File: src/rtl/issue_scoreboard_pkg.sv
// Shared types and constants for the decode-stage issue scoreboard.
package issue_scoreboard_pkg;

  // Default bubble counts per producer class.
  localparam int SB_ALU_DLY  = 0;
  localparam int SB_LOAD_DLY = 1;
  localparam int SB_CSR_DLY  = 1;

  // Base opcodes used by the decoder.
  localparam logic [6:0] OP_LUI    = 7'b0110111;
  localparam logic [6:0] OP_AUIPC  = 7'b0010111;
  localparam logic [6:0] OP_JAL    = 7'b1101111;
  localparam logic [6:0] OP_JALR   = 7'b1100111;
  localparam logic [6:0] OP_BRANCH = 7'b1100011;
  localparam logic [6:0] OP_LW     = 7'b0000011;
  localparam logic [6:0] OP_SW     = 7'b0100011;
  localparam logic [6:0] OP_ALU_I  = 7'b0010011;
  localparam logic [6:0] OP_ALU    = 7'b0110011;
  localparam logic [6:0] OP_CSR    = 7'b1110011;

  // Producer classes selecting which delay applies to a destination write.
  localparam logic [1:0] DLY_ALU  = 2'd0;
  localparam logic [1:0] DLY_LOAD = 2'd1;
  localparam logic [1:0] DLY_CSR  = 2'd2;

  // R-type view of the instruction in ID (opcode in the low bits).
  typedef struct packed {
    logic [4:0] rs2;
    logic [4:0] rs1;
    logic [2:0] funct3;
    logic [4:0] rd;
    logic [6:0] opcode;
  } instr_data_t;

  // Register usage of one instruction. Reads/writes of x0 are already
  // masked out, so a set flag always refers to a tracked register.
  typedef struct packed {
    logic       use_rs1;
    logic       use_rs2;
    logic       wr_rd;
    logic [1:0] dly_class;
  } reg_use_t;

endpackage

File: src/rtl/issue_scoreboard_reg_use_decoder.sv
// Combinational decode of which architectural registers an instruction reads/writes.
module reg_use_decoder
  import issue_scoreboard_pkg::*;
(
  input  instr_data_t instr_i,
  output reg_use_t    reg_use_o
);

  logic rd_rs1;
  logic rd_rs2;
  logic wr;

  // Opcode class decides source usage, destination write and producer class.
  always_comb begin
    rd_rs1              = 1'b0;
    rd_rs2              = 1'b0;
    wr                  = 1'b0;
    reg_use_o.dly_class = DLY_ALU;
    case (instr_i.opcode)
      OP_LUI, OP_AUIPC, OP_JAL: wr = 1'b1;
      OP_ALU_I, OP_JALR: begin
        rd_rs1 = 1'b1;
        wr     = 1'b1;
      end
      OP_LW: begin
        rd_rs1              = 1'b1;
        wr                  = 1'b1;
        reg_use_o.dly_class = DLY_LOAD;
      end
      OP_CSR: begin
        rd_rs1              = ~instr_i.funct3[2];  // immediate CSR forms have no rs1
        wr                  = 1'b1;
        reg_use_o.dly_class = DLY_CSR;
      end
      OP_ALU: begin
        rd_rs1 = 1'b1;
        rd_rs2 = 1'b1;
        wr     = 1'b1;
      end
      OP_SW, OP_BRANCH: begin
        rd_rs1 = 1'b1;
        rd_rs2 = 1'b1;
      end
      default: ;
    endcase
    reg_use_o.use_rs1 = rd_rs1 & (instr_i.rs1 != 5'd0);
    reg_use_o.use_rs2 = rd_rs2 & (instr_i.rs2 != 5'd0);
    reg_use_o.wr_rd   = wr & (instr_i.rd != 5'd0);
  end

endmodule

File: src/rtl/issue_scoreboard.sv
// Decode-stage issue controller: per-register bubble counters and RAW stall decision.
module issue_scoreboard
  import issue_scoreboard_pkg::*;
#(
  parameter int ALU_DLY  = SB_ALU_DLY,
  parameter int LOAD_DLY = SB_LOAD_DLY,
  parameter int CSR_DLY  = SB_CSR_DLY
) (
  input  logic        clk_i,
  input  logic        rst_i,
  input  logic        valid_i,
  input  instr_data_t instr_i,
  input  logic        ex_ready_i,
  input  logic        flush_i,
  output logic        ready_o,
  output logic        issue_valid_o,
  output logic        hazard_o,
  output logic [31:0] stall_cycles_o
);

  localparam int MAX_AL  = (ALU_DLY > LOAD_DLY) ? ALU_DLY : LOAD_DLY;
  localparam int MAX_DLY = (MAX_AL > CSR_DLY) ? MAX_AL : CSR_DLY;
  // Keep at least one bit so an all-zero-delay build still elaborates.
  localparam int CW      = (MAX_DLY > 0) ? $clog2(MAX_DLY + 1) : 1;

  reg_use_t       reg_use;
  logic [CW-1:0]  wr_dly;
  logic [31:0]    busy;
  logic           wr_en;
  logic [31:0]    stall_reg;

  reg_use_decoder u_dec (
    .instr_i   (instr_i),
    .reg_use_o (reg_use)
  );

  // Delay loaded into the destination counter, by producer class.
  always_comb begin
    wr_dly = CW'(ALU_DLY);
    case (reg_use.dly_class)
      DLY_LOAD: wr_dly = CW'(LOAD_DLY);
      DLY_CSR:  wr_dly = CW'(CSR_DLY);
      default:  wr_dly = CW'(ALU_DLY);
    endcase
  end

  // x0 is never tracked.
  assign busy[0] = 1'b0;

  genvar gi;
  for (gi = 1; gi < 32; gi++) begin : g_cnt
    logic [CW-1:0] cnt_reg;

    // Counter per register: a new write overrides the decrement; frozen pipe holds.
    always_ff @(posedge clk_i) begin
      if (rst_i) begin
        cnt_reg <= '0;
      end else if (ex_ready_i) begin
        if (wr_en && (instr_i.rd == 5'(gi))) begin
          cnt_reg <= wr_dly;
        end else if (cnt_reg != '0) begin
          cnt_reg <= cnt_reg - CW'(1);
        end
      end
    end

    assign busy[gi] = |cnt_reg;
  end

  // Hazard uses pre-update counters; self-dependencies therefore never stall.
  assign hazard_o = valid_i & ((reg_use.use_rs1 & busy[instr_i.rs1]) |
                               (reg_use.use_rs2 & busy[instr_i.rs2]));

  assign issue_valid_o = valid_i & ex_ready_i & ~hazard_o & ~flush_i;
  assign ready_o       = ex_ready_i & (~hazard_o | flush_i);
  assign wr_en         = issue_valid_o & reg_use.wr_rd;

  // Saturating count of cycles lost to a real (non-squashed, non-frozen) hazard.
  always_ff @(posedge clk_i) begin
    if (rst_i) begin
      stall_reg <= '0;
    end else if (valid_i && hazard_o && ex_ready_i && !flush_i && (stall_reg != 32'hFFFF_FFFF)) begin
      stall_reg <= stall_reg + 32'd1;
    end
  end

  assign stall_cycles_o = stall_reg;

endmodule

File: config.mk
export PLATFORM = sky130hd
export DESIGN_NAME = issue_scoreboard
export DESIGN_NICKNAME = d
export VERILOG_FILES = /design/src/rtl/issue_scoreboard_pkg.sv /design/src/rtl/issue_scoreboard_reg_use_decoder.sv /design/src/rtl/issue_scoreboard.sv
export SDC_FILE = /design/constraint.sdc
export NUM_CORES = 1
export LEC_CHECK = 0
export ABC_AREA = 1
export CAP_MARGIN = 20
export CORE_ASPECT_RATIO = 0.7
export CORE_MARGIN = 1.5
export CORE_UTILIZATION = 46
export CTS_BUF_LIST = sky130_fd_sc_hd__clkbuf_8
export CTS_CLUSTER_DIAMETER = 150
export DETAILED_ROUTE_END_ITERATION = 8
export GPL_TIMING_DRIVEN = 0
export PLACE_DENSITY = 0.81
export SLEW_MARGIN = 15
export SYNTH_ARGS = -nofsm -noshare
export SYNTH_HDL_FRONTEND = slang
export SYNTH_HIERARCHICAL = 1
export SYNTH_SLANG_ARGS = --single-unit
export TNS_END_PERCENT = 1
File: constraint.sdc
create_clock -name clk_i -period 1.56 [get_ports clk_i]
set_input_delay 0.156 -clock clk_i [delete_from_list [all_inputs] [get_ports clk_i]]
set_output_delay 0.156 -clock clk_i [all_outputs]
set_load 0.01 [all_outputs]
==> results of run 1 <==
## critical path, cell delays in order
cell and delay [ns]:
clkdlybuf4s15_1 0.21, buf_6 0.16, inv_6 0.08, buf_8 0.14, nand2_1 0.06, nand3_1 0.09, nand3_1 0.08, nand3_1 0.12
nand3_1 0.10, nand3_2 0.10, nand2_4 0.09, nor2_4 0.15, buf_6 0.13, buf_2 0.12
## metrics by stage
| stage | area [um^2] | util, % | hold WS [ns] | setup TNS, ns |
|---|---|---|---|---|
| after floorplan | 4484 | - | 0.3618 | -1.858 |
| after global placement | 5250 | 56.96 | 0.4563 | -45.21 |
| after detailed placement | 5250 | 56.96 | 0.4598 | -47.55 |
| after CTS | 5782 | 62.73 | 0.3616 | -11.39 |
| after global routing | 5856 | 63.54 | 0.4388 | -21.80 |
| final | 5856 | 63.54 | 0.4218 | -17.55 |
## synthesized netlist by cell type, drive strengths merged
| cell type | number | area, um^2 |
|---|---|---|
| nand3 | 65 | 345.3 |
| nand2 | 221 | 887.1 |
| nor3 | 15 | 75.07 |
| xnor2 | 6 | 52.55 |
| clkbuf | 12 | 45.04 |
| buf | 22 | 200.2 |
| ha | 1 | 12.51 |
| xor2 | 24 | 210.2 |
| a21oi | 65 | 411.6 |
| clkinv | 2 | 7.510 |
| dfxtp | 63 | 1261 |
| a211oi | 1 | 7.510 |
| nor2 | 70 | 282.8 |
| nor3b | 2 | 15.01 |
| inv | 72 | 285.3 |
| nand4 | 42 | 262.8 |
| o211ai | 1 | 7.510 |
| o21ai | 6 | 30.03 |
| nor4 | 8 | 56.30 |
## final cells by class
type / instances / area share [%]
Clock inverter: 5 / 1.239
Timing Repair Buffer: 74 / 11.67
Multi-Input combinational cell: 527 / 49.04
Tap cell: 124 / 2.650
Sequential cell: 63 / 22.65
Buffer: 34 / 5.000
Inverter: 74 / 5.171
Clock buffer: 11 / 2.585
## how the worst max path moves through the flow
stage                      startpoint  slack [ns]            endpoint  depth (start not counted)
floorplan           stall_cycles_o[0]       -0.07  stall_cycles_o[28]                         11
global placement          instr_i[16]       -1.10             ready_o                         14
detailed placement        instr_i[16]       -1.07       issue_valid_o                         12
CTS                 g_cnt[26].cnt_reg       -0.34             ready_o                         12
global route              instr_i[15]       -0.44             ready_o                         15
finish                    instr_i[15]       -0.38       issue_valid_o                         14
## power by group
group	internal, W	leakage, nW	switching, W	total, W
Combinational	0.000176	1.61	0.000307	0.000482
Sequential	0.00160	0.532	0.000000605	0.00160
Clock	0.000973	0.122	0.000659	0.00163
Total	0.00275	2.27	0.000966	0.00372
## routing by layer
layer | up-vias | GRT usage [%] | routed length (um) | part of all wire [%]
met1 | 2391 | 47.99 | 7617 | 48
met2 | 285 | 42.56 | 6289 | 39
met3 | 18 | 11.02 | 1896 | 12
li1 | 2441 | - | - | -
met4 | 0 | 8.128 | 182 | 1.1
met5 | - | 0 | 0 | 0
## cells by family (layout without fill, tap and decap cells)
group,Yosys count,count (layout)
AND/OR/NAND/NOR,423,423
buffers and inverters,108,198
AO/OA/AOI/OAI,73,73
flip-flops,63,63
XOR/XNOR,30,30
adder cells (fa/ha/maj),1,1
## what timing repair did
item | CTS | global route
resized for setup | 119 | 28
cloned | 2 | 0
setup buffers | 11 | 0
pin swaps | 21 | 12
hold endpoints to repair | 0 | 0
endpoints found under the setup margin | 78 | 74
hold buffers | 0 | 0
==> flow_summary.json, run 1 <==
{
  "largest_register_ffs": 32,
  "yosys.area_share.adder_pct": 0.2808,
  "timing.final.ws_setup_ns": -0.3814,
  "powerDensity_mw_per_mm2": 634.7,
  "postRouteAntennaNets": 0,
  "dr.pass1.iters": 5,
  "synth-compound-area-share_pct": 10.25,
  "fin_nets": 814,
  "skew_ns": 0.01558,
  "setup_viol": 66,
  "r2r_start": "stall_cycles_o[1]",
  "clk_path_buf_depth": 2,
  "cp-start-kind": "input pin",
  "crit_required_ns": 1.40,
  "irDropWorstVdd_uv": 496.0,
  "clk_pin_slew_worst_paths_ns": 0.08,
  "hold_path.class": "in2reg",
  "numClockSinks": 63,
  "clk_latency_ns": 0.36,
  "r2r-end": "stall_cycles_o[27]",
  "r2r_slack_ns": -0.34,
  "criticalPathCategory": "in2out",
  "synthMuxAreaShare_pct": 0,
  "syn_area_mm2": 0.004456,
  "hold_start": "rst_i",
  "die_y_um": 85.34,
  "reg2regPathDepth": 11,
  "grtUsageTotal_pct": 31.88,
  "violations": "negative setup slack",
  "area_delta_synth_final_pct": 31.42,
  "layout_common_cells": "195 x nand2_1, 58 x nand3_1, 57 x inv_1, 55 x nor2_1, 45 x clkdlybuf4s50_1",
  "yosysWarnings": 6,
  "min_period_ns": 1.941,
  "ys_seq_area_share_pct": 28.31,
  "regArea_mm2": 0.001326,
  "drt_iter0_markers": 699,
  "htreeDepth": 3,
  "dp_hpwl_mm": 12.06,
  "cts_buffers": 9,
  "worstMarginPinSlew_ns": 0.6980,
  "multiInputGateArea_mm2": 0.002872,
  "die_area_mm2": 0.01029,
  "grt_max_degree": 11,
  "pre_cts_slack_ns": -1.075,
  "synth-seq-cells": 63,
  "arrival_ns": 1.79,
  "path_max_fanout": 10,
  "synth_top_family_by_area": "simple AND/OR/NAND/NOR gates",
  "cap_violations": 0,
  "slew_violations": 0,
  "gp_congestion": 1.116,
  "start_util_pct": 48.34,
  "fill_cells": 851,
  "post-route-period-util_pct": 124.4,
  "numPortBuffers": 61,
  "worstHoldEndpoint": "stall_cycles_o[1]",
  "p_leak_nw": 2.265,
  "ioPinCount": 65,
  "antenna_found_initial": 0,
  "via_count": 5135,
  "antennaDiodeCount": 0,
  "grt_pass1_vias": 4830,
  "max_freq_ghz": 0.5151,
  "grt_overflow": 0,
  "outcome": "finished, violations left",
  "synthesis.nets": 729,
  "postSynthAreaPerCell_um2": 6.383,
  "coreArea_mm2": 0.009216,
  "via_per_inst": 5.630,
  "total_power_w": 0.003716,
  "grt_pass1_wl_mm": 25.16,
  "synth_xor_area_share_pct": 5.897,
  "synth_cell_types": 33,
  "synthCells": 698,
  "totalWireLength_mm": 15.99,
  "end_kind": "output port",
  "synth_simple_gate_area_share_pct": 43.19,
  "relSlewSlack_pct": 53.47,
  "min_path_cells": 4,
  "grt_setup_unrepaired": "true",
  "cts_tree": "yes",
  "stdcell_count": 912,
  "avgRoutedWirePerCell_um": 17.53,
  "dp_cells": 883,
  "rows": 29,
  "final_layout_size_suffix_gt1_share_pct": 26.90,
  "cts_root_buf": "clkbuf_8",
  "hold_viol": 0,
  "layout_commonest_cell": "nand2_1",
  "drc_errors": 0,
  "die_x_um": 120.6
}
No activity file was read; power rests on OpenSTA's default activity.
==> inputs of run 2 (changes only) <==
--- a/config.mk
+++ b/config.mk
@@ -15,6 +15,7 @@
 export DETAILED_ROUTE_END_ITERATION = 8
 export GPL_TIMING_DRIVEN = 0
 export PLACE_DENSITY = 0.81
+export SKIP_LAST_GASP = 1
 export SLEW_MARGIN = 15
 export SYNTH_ARGS = -nofsm -noshare
 export SYNTH_HDL_FRONTEND = slang
==> flow_summary.json, run 2 (synthesized netlist as in run 1, its figures left out) <==
{
  "multiInputGateArea_mm2": 0.002798,
  "die_y_um": 85.34,
  "clk_pin_slew_worst_paths_ns": 0.08,
  "cap_violations": 0,
  "stdcell_count": 914,
  "numPortBuffers": 61,
  "cts_buffers": 9,
  "postRouteAntennaNets": 0,
  "clk_path_buf_depth": 2,
  "fill_cells": 870,
  "cts_root_buf": "clkbuf_8",
  "criticalPathCategory": "reg2out",
  "path_max_fanout": 3,
  "max_freq_ghz": 0.5155,
  "grt_overflow": 0,
  "coreArea_mm2": 0.009216,
  "start_util_pct": 48.34,
  "htreeDepth": 3,
  "relSlewSlack_pct": 54.39,
  "slowest_stage": "dfxtp_1",
  "drc_errors": 0,
  "min_period_ns": 1.940,
  "grt_pass1_wl_mm": 24.82,
  "cp-start-kind": "register",
  "fin_nets": 816,
  "powerDensity_mw_per_mm2": 646.7,
  "avgRoutedWirePerCell_um": 17.41,
  "slew_violations": 0,
  "hold_viol": 0,
  "worstMarginPinSlew_ns": 0.6842,
  "numClockSinks": 63,
  "crit_required_ns": 1.40,
  "post-route-period-util_pct": 124.4,
  "die_area_mm2": 0.01029,
  "final_layout_size_suffix_gt1_share_pct": 21.77,
  "end_kind": "output port",
  "violations": "negative setup slack",
  "setup_tns_ns": -20.27,
  "grt_pass1_vias": 4764,
  "critPathMostFrequentCell": "nand3_1",
  "placed_area_mm2": 0.005250,
  "p_leak_nw": 2.245,
  "pre_cts_slack_ns": -1.075,
  "dp_hpwl_mm": 12.06,
  "largest_register_ffs": 32,
  "holdWs_ns": 0.4105,
  "grt_max_degree": 11,
  "clk_latency_ns": 0.36,
  "grt_setup_unrepaired": "true",
  "antenna_found_initial": 0,
  "ioPinCount": 65,
  "cts_tree": "yes",
  "regArea_mm2": 0.001300,
  "crit_chain": "inv_1 -> nand2_1 -> nand3_1 -> nand3_1 -> nand3_1 -> nand3_2 -> nand3_2 -> nand2_4 -> nand2_4 -> inv_1 -> dlygate4sd2_1",
  "timing.final.ws_setup_ns": -0.3800,
  "gp_congestion": 1.116,
  "outcome": "finished, violations left",
  "antennaDiodeCount": 0,
  "via_per_inst": 5.575,
  "die_x_um": 120.6,
  "setup_viol": 72,
  "layout_common_cells": "198 x nand2_1, 60 x inv_1, 60 x nand3_1, 56 x nor2_1, 45 x clkdlybuf4s50_1",
  "hold_buffers": 0,
  "dp_cells": 883,
  "rows": 29,
  "dr.pass1.iters": 8,
  "cp_slowest_stage_delay_ns": 0.34,
  "irDropWorstVdd_uv": 509.1,
  "hold_path.class": "in2reg",
  "layout_commonest_cell": "nand2_1",
  "final_area_mm2": 0.005752,
  "arrival_ns": 1.78,
  "skew_ns": 0.01355,
  "drt_iter0_markers": 659,
  "area_delta_synth_final_pct": 29.09,
  "totalWireLength_mm": 15.91,
  "via_count": 5096,
  "grtUsageTotal_pct": 31.40
}
## run 2: layout make-up
type / instances / area share [%]
plain buffers: 34 / 4.851
clock buffers: 11 / 2.632
multi-input cells: 527 / 48.64
repair buffers: 76 / 12.14
flip-flops and latches: 63 / 22.60
well taps: 124 / 2.697
inverters: 74 / 5.177
clock inverters: 5 / 1.262
## run 2: power breakdown
| part | leakage, nW | switching, W | internal, W | total, W |
|---|---|---|---|---|
| logic | 1.60 | 0.000303 | 0.000174 | 0.000477 |
| clock network | 0.122 | 0.000665 | 0.000973 | 0.00164 |
| registers | 0.522 | 0.000000570 | 0.00160 | 0.00160 |
## run 2: what timing repair did
| item | in CTS | in global routing |
|---|---|---|
| pin swaps | 19 | 8 |
| setup buffers | 11 | 2 |
| endpoints found under the setup margin | 78 | 86 |
| gates resized for setup | 70 | 25 |
| cloned | 2 | 0 |
## run 2: layer usage
metal  routed length, um  share of wire, %  track usage, %  up-vias
li1                    -                 -               -     2450
met1                7295                46           47.21     2317
met5                   0                 0               0        -
met3                2279                14           11.69       25
met4                 204               1.3           7.701        0
met2                6130                39           41.48      304
## run 2: per-stage QoR
step	power [W]	util (%)
after CTS	0.003710	61.40
after global placement	0.002060	56.96
after global routing	0.003849	62.41
after detailed placement	0.002069	56.96
after floorplan	0.001897	-
final	0.003719	62.41
## run 2: path summary, 6_finish.rpt
check	from	to	slack, ns	cells after the start
setup / recovery	g_cnt[15].cnt_reg	hazard_o	-0.38	11
hold / removal	rst_i	stall_cycles_o[1]	0.41	4
setup reg to reg	stall_cycles_o[1]	stall_cycles_o[11]	-0.35	10
hold reg to reg	g_cnt[31].cnt_reg	g_cnt[31].cnt_reg	0.47	2
## run 2: worst max-delay path: cells and delay by family, from the launching register on
| family | cells | cell delay, ns |
|---|---|---|
| DFF | 1 | 0.34 |
| buffers and inverters | 3 | 0.37 |
| and+or+nand+nor | 8 | 0.71 |
==> inputs of run 3 (changes only) <==
--- a/config.mk
+++ b/config.mk
@@ -8,13 +8,13 @@
 export ABC_AREA = 1
 export CAP_MARGIN = 20
 export CORE_ASPECT_RATIO = 0.7
-export CORE_MARGIN = 1.5
-export CORE_UTILIZATION = 46
+export CORE_MARGIN = 2
+export CORE_UTILIZATION = 51
 export CTS_BUF_LIST = sky130_fd_sc_hd__clkbuf_8
 export CTS_CLUSTER_DIAMETER = 150
 export DETAILED_ROUTE_END_ITERATION = 8
 export GPL_TIMING_DRIVEN = 0
-export PLACE_DENSITY = 0.81
+export PLACE_DENSITY = 0.79
 export SKIP_LAST_GASP = 1
 export SLEW_MARGIN = 15
 export SYNTH_ARGS = -nofsm -noshare
==> flow_summary.json, run 3 (synthesized netlist as in run 1, its figures left out) <==
{
  "outcome": "finished, violations left",
  "violations": "negative setup slack",
  "grt_setup_unrepaired": "true",
  "ioPinCount": 65,
  "die_area_mm2": 0.009512,
  "layout_commonest_cell": "nand2_1",
  "rows": 28,
  "grt_pass1_wl_mm": 23.43,
  "totalWireLength_mm": 15.54,
  "grt_pass1_vias": 4526,
  "critPathMostFrequentCell": "nand2_1",
  "htreeDepth": 3,
  "crit_required_ns": 1.84,
  "path_max_fanout": 6,
  "slowest_stage": "dfxtp_2",
  "cp_slowest_stage_delay_ns": 0.41,
  "grt_overflow": 0,
  "numPortBuffers": 61,
  "grt_max_degree": 12,
  "hold_path.class": "in2reg",
  "die_y_um": 82.20,
  "final_layout_size_suffix_gt1_share_pct": 23.33,
  "layout_common_cells": "200 x nand2_1, 58 x inv_1, 56 x nor2_1, 52 x nand3_1, 45 x clkdlybuf4s50_1",
  "gp_congestion": 1.008,
  "cp-start-kind": "register",
  "p_leak_nw": 2.253,
  "fin_nets": 819,
  "dr.pass1.iters": 7,
  "final_util_pct": 68.40,
  "arrival_ns": 2.29,
  "clk_latency_ns": 0.36,
  "relSlewSlack_pct": 53.67,
  "numClockSinks": 63,
  "skew_ns": 0.008046,
  "antenna_found_initial": 0,
  "post-route-period-util_pct": 128.7,
  "critPathTopFamily": "simple AND/OR/NAND/NOR gates",
  "dp_hpwl_mm": 11.62,
  "grtUsageTotal_pct": 32.90,
  "timing.final.ws_setup_ns": -0.4480,
  "clk_path_buf_depth": 2,
  "cts_buffers": 9,
  "min_period_ns": 2.008,
  "largest_register_ffs": 32,
  "final_area_mm2": 0.005799,
  "cts_root_buf": "clkbuf_8",
  "cts_tree": "yes",
  "area_delta_synth_final_pct": 30.16,
  "antennaDiodeCount": 0,
  "via_per_inst": 5.611,
  "slew_violations": 0,
  "drc_errors": 0,
  "crit_chain": "nand2_1 -> clkinv_1 -> nand4_1 -> nor2_2 -> inv_1 -> nor3_1 -> xor2_1 -> nand2_1 -> a21oi_2",
  "worstMarginPinSlew_ns": 0.6950,
  "placed_area_mm2": 0.005245,
  "end_kind": "register",
  "max_freq_ghz": 0.4980,
  "coreArea_mm2": 0.008478,
  "hold_buffers": 0,
  "cap_violations": 0,
  "irDropWorstVdd_uv": 733.5,
  "clk_pin_slew_worst_paths_ns": 0.07,
  "cp.buffers_inverters": 2,
  "avgRoutedWirePerCell_um": 17.03,
  "drt_iter0_markers": 561,
  "hold_viol": 0,
  "via_count": 5123,
  "powerDensity_mw_per_mm2": 641.5,
  "setup_viol": 69,
  "die_x_um": 115.7,
  "postRouteAntennaNets": 0,
  "start_util_pct": 52.55,
  "criticalPathCategory": "reg2reg"
}
[run 3: changes by cell type in the layout (fill, tap and decap cells not counted), moves of 2 or more]
| cell | change |
|---|---|
| clkbuf_2 | -2 |
| nand3_1 | -8 |
| dfxtp_2 | +7 |
| nand2_1 | +2 |
| nand3_2 | +8 |
| nor3_4 | -2 |
| inv_1 | -2 |
| buf_4 | +2 |
| dfxtp_1 | -6 |
| nor3_1 | +3 |
[run 3: power breakdown]
part,internal [W],switching [W],total (W)
Sequential,0.00160,0.000000649,0.00161
Combinational,0.000188,0.000308,0.000496
Clock,0.000937,0.000682,0.00162
[run 3: area by class of cell]
| type | count | area [um^2] |
|---|---|---|
| multi-input cells | 527 | 2798 |
| fillers | 774 | 2679 |
| flip-flops and latches | 63 | 1305 |
| repair buffers | 79 | 740.7 |
| inverters | 74 | 302.8 |
| plain buffers | 34 | 280.3 |
| well taps | 120 | 150.1 |
| clock buffers | 10 | 137.6 |
| clock inverters | 6 | 85.08 |
[run 3: worst register-to-register path, cell delays in order (launching register included)]
cell	delay, ns
dfxtp_2	0.41
nand2_1	0.13
clkinv_1	0.10
nand4_1	0.22
nor2_2	0.24
inv_1	0.11
nor3_1	0.37
xor2_1	0.18
nand2_1	0.08
a21oi_2	0.10
[run 3: path summary, 6_finish.rpt]
path	depth (start not counted)	slack, ns	from	endpoint
setup / recovery	9	-0.45	stall_cycles_o[4]	stall_cycles_o[24]
hold / removal	4	0.37	rst_i	stall_cycles_o[1]
setup reg to reg	9	-0.45	stall_cycles_o[4]	stall_cycles_o[24]
hold reg to reg	2	0.47	g_cnt[21].cnt_reg	g_cnt[21].cnt_reg
[run 3: repair_timing]
action / 4_1_cts / 5_1_grt
endpoints found under the setup margin: 73 / 83
resized for setup: 71 / 33
buffers inserted: 13 / 2
cloned: 3 / 0
pin swaps: 15 / 13
hold endpoints to repair: 0 / 0
[run 3: metrics by stage]
stage	TNS [ns]	setup slack, ns	hold slack, ns	std cells	power [W]
after floorplan	-1.858	-0.07429	0.3618	698	0.001897
after CTS	-19.13	-0.4126	0.3291	911	0.003715
final	-21.97	-0.4480	0.3658	913	0.003720
after global routing	-28.90	-0.5310	0.4130	913	0.003840
after detailed placement	-48.64	-1.226	0.4596	879	0.002065
after global placement	-44.43	-1.221	0.4550	879	0.002058
[run 3: routing by layer]
metal	global-route usage (%)	up-vias	part of all wire, %
li1	-	2456	-
met1	49.87	2384	47
met2	40.82	256	38
met3	14.31	27	14
met4	8.810	0	1.3
met5	0	-	0
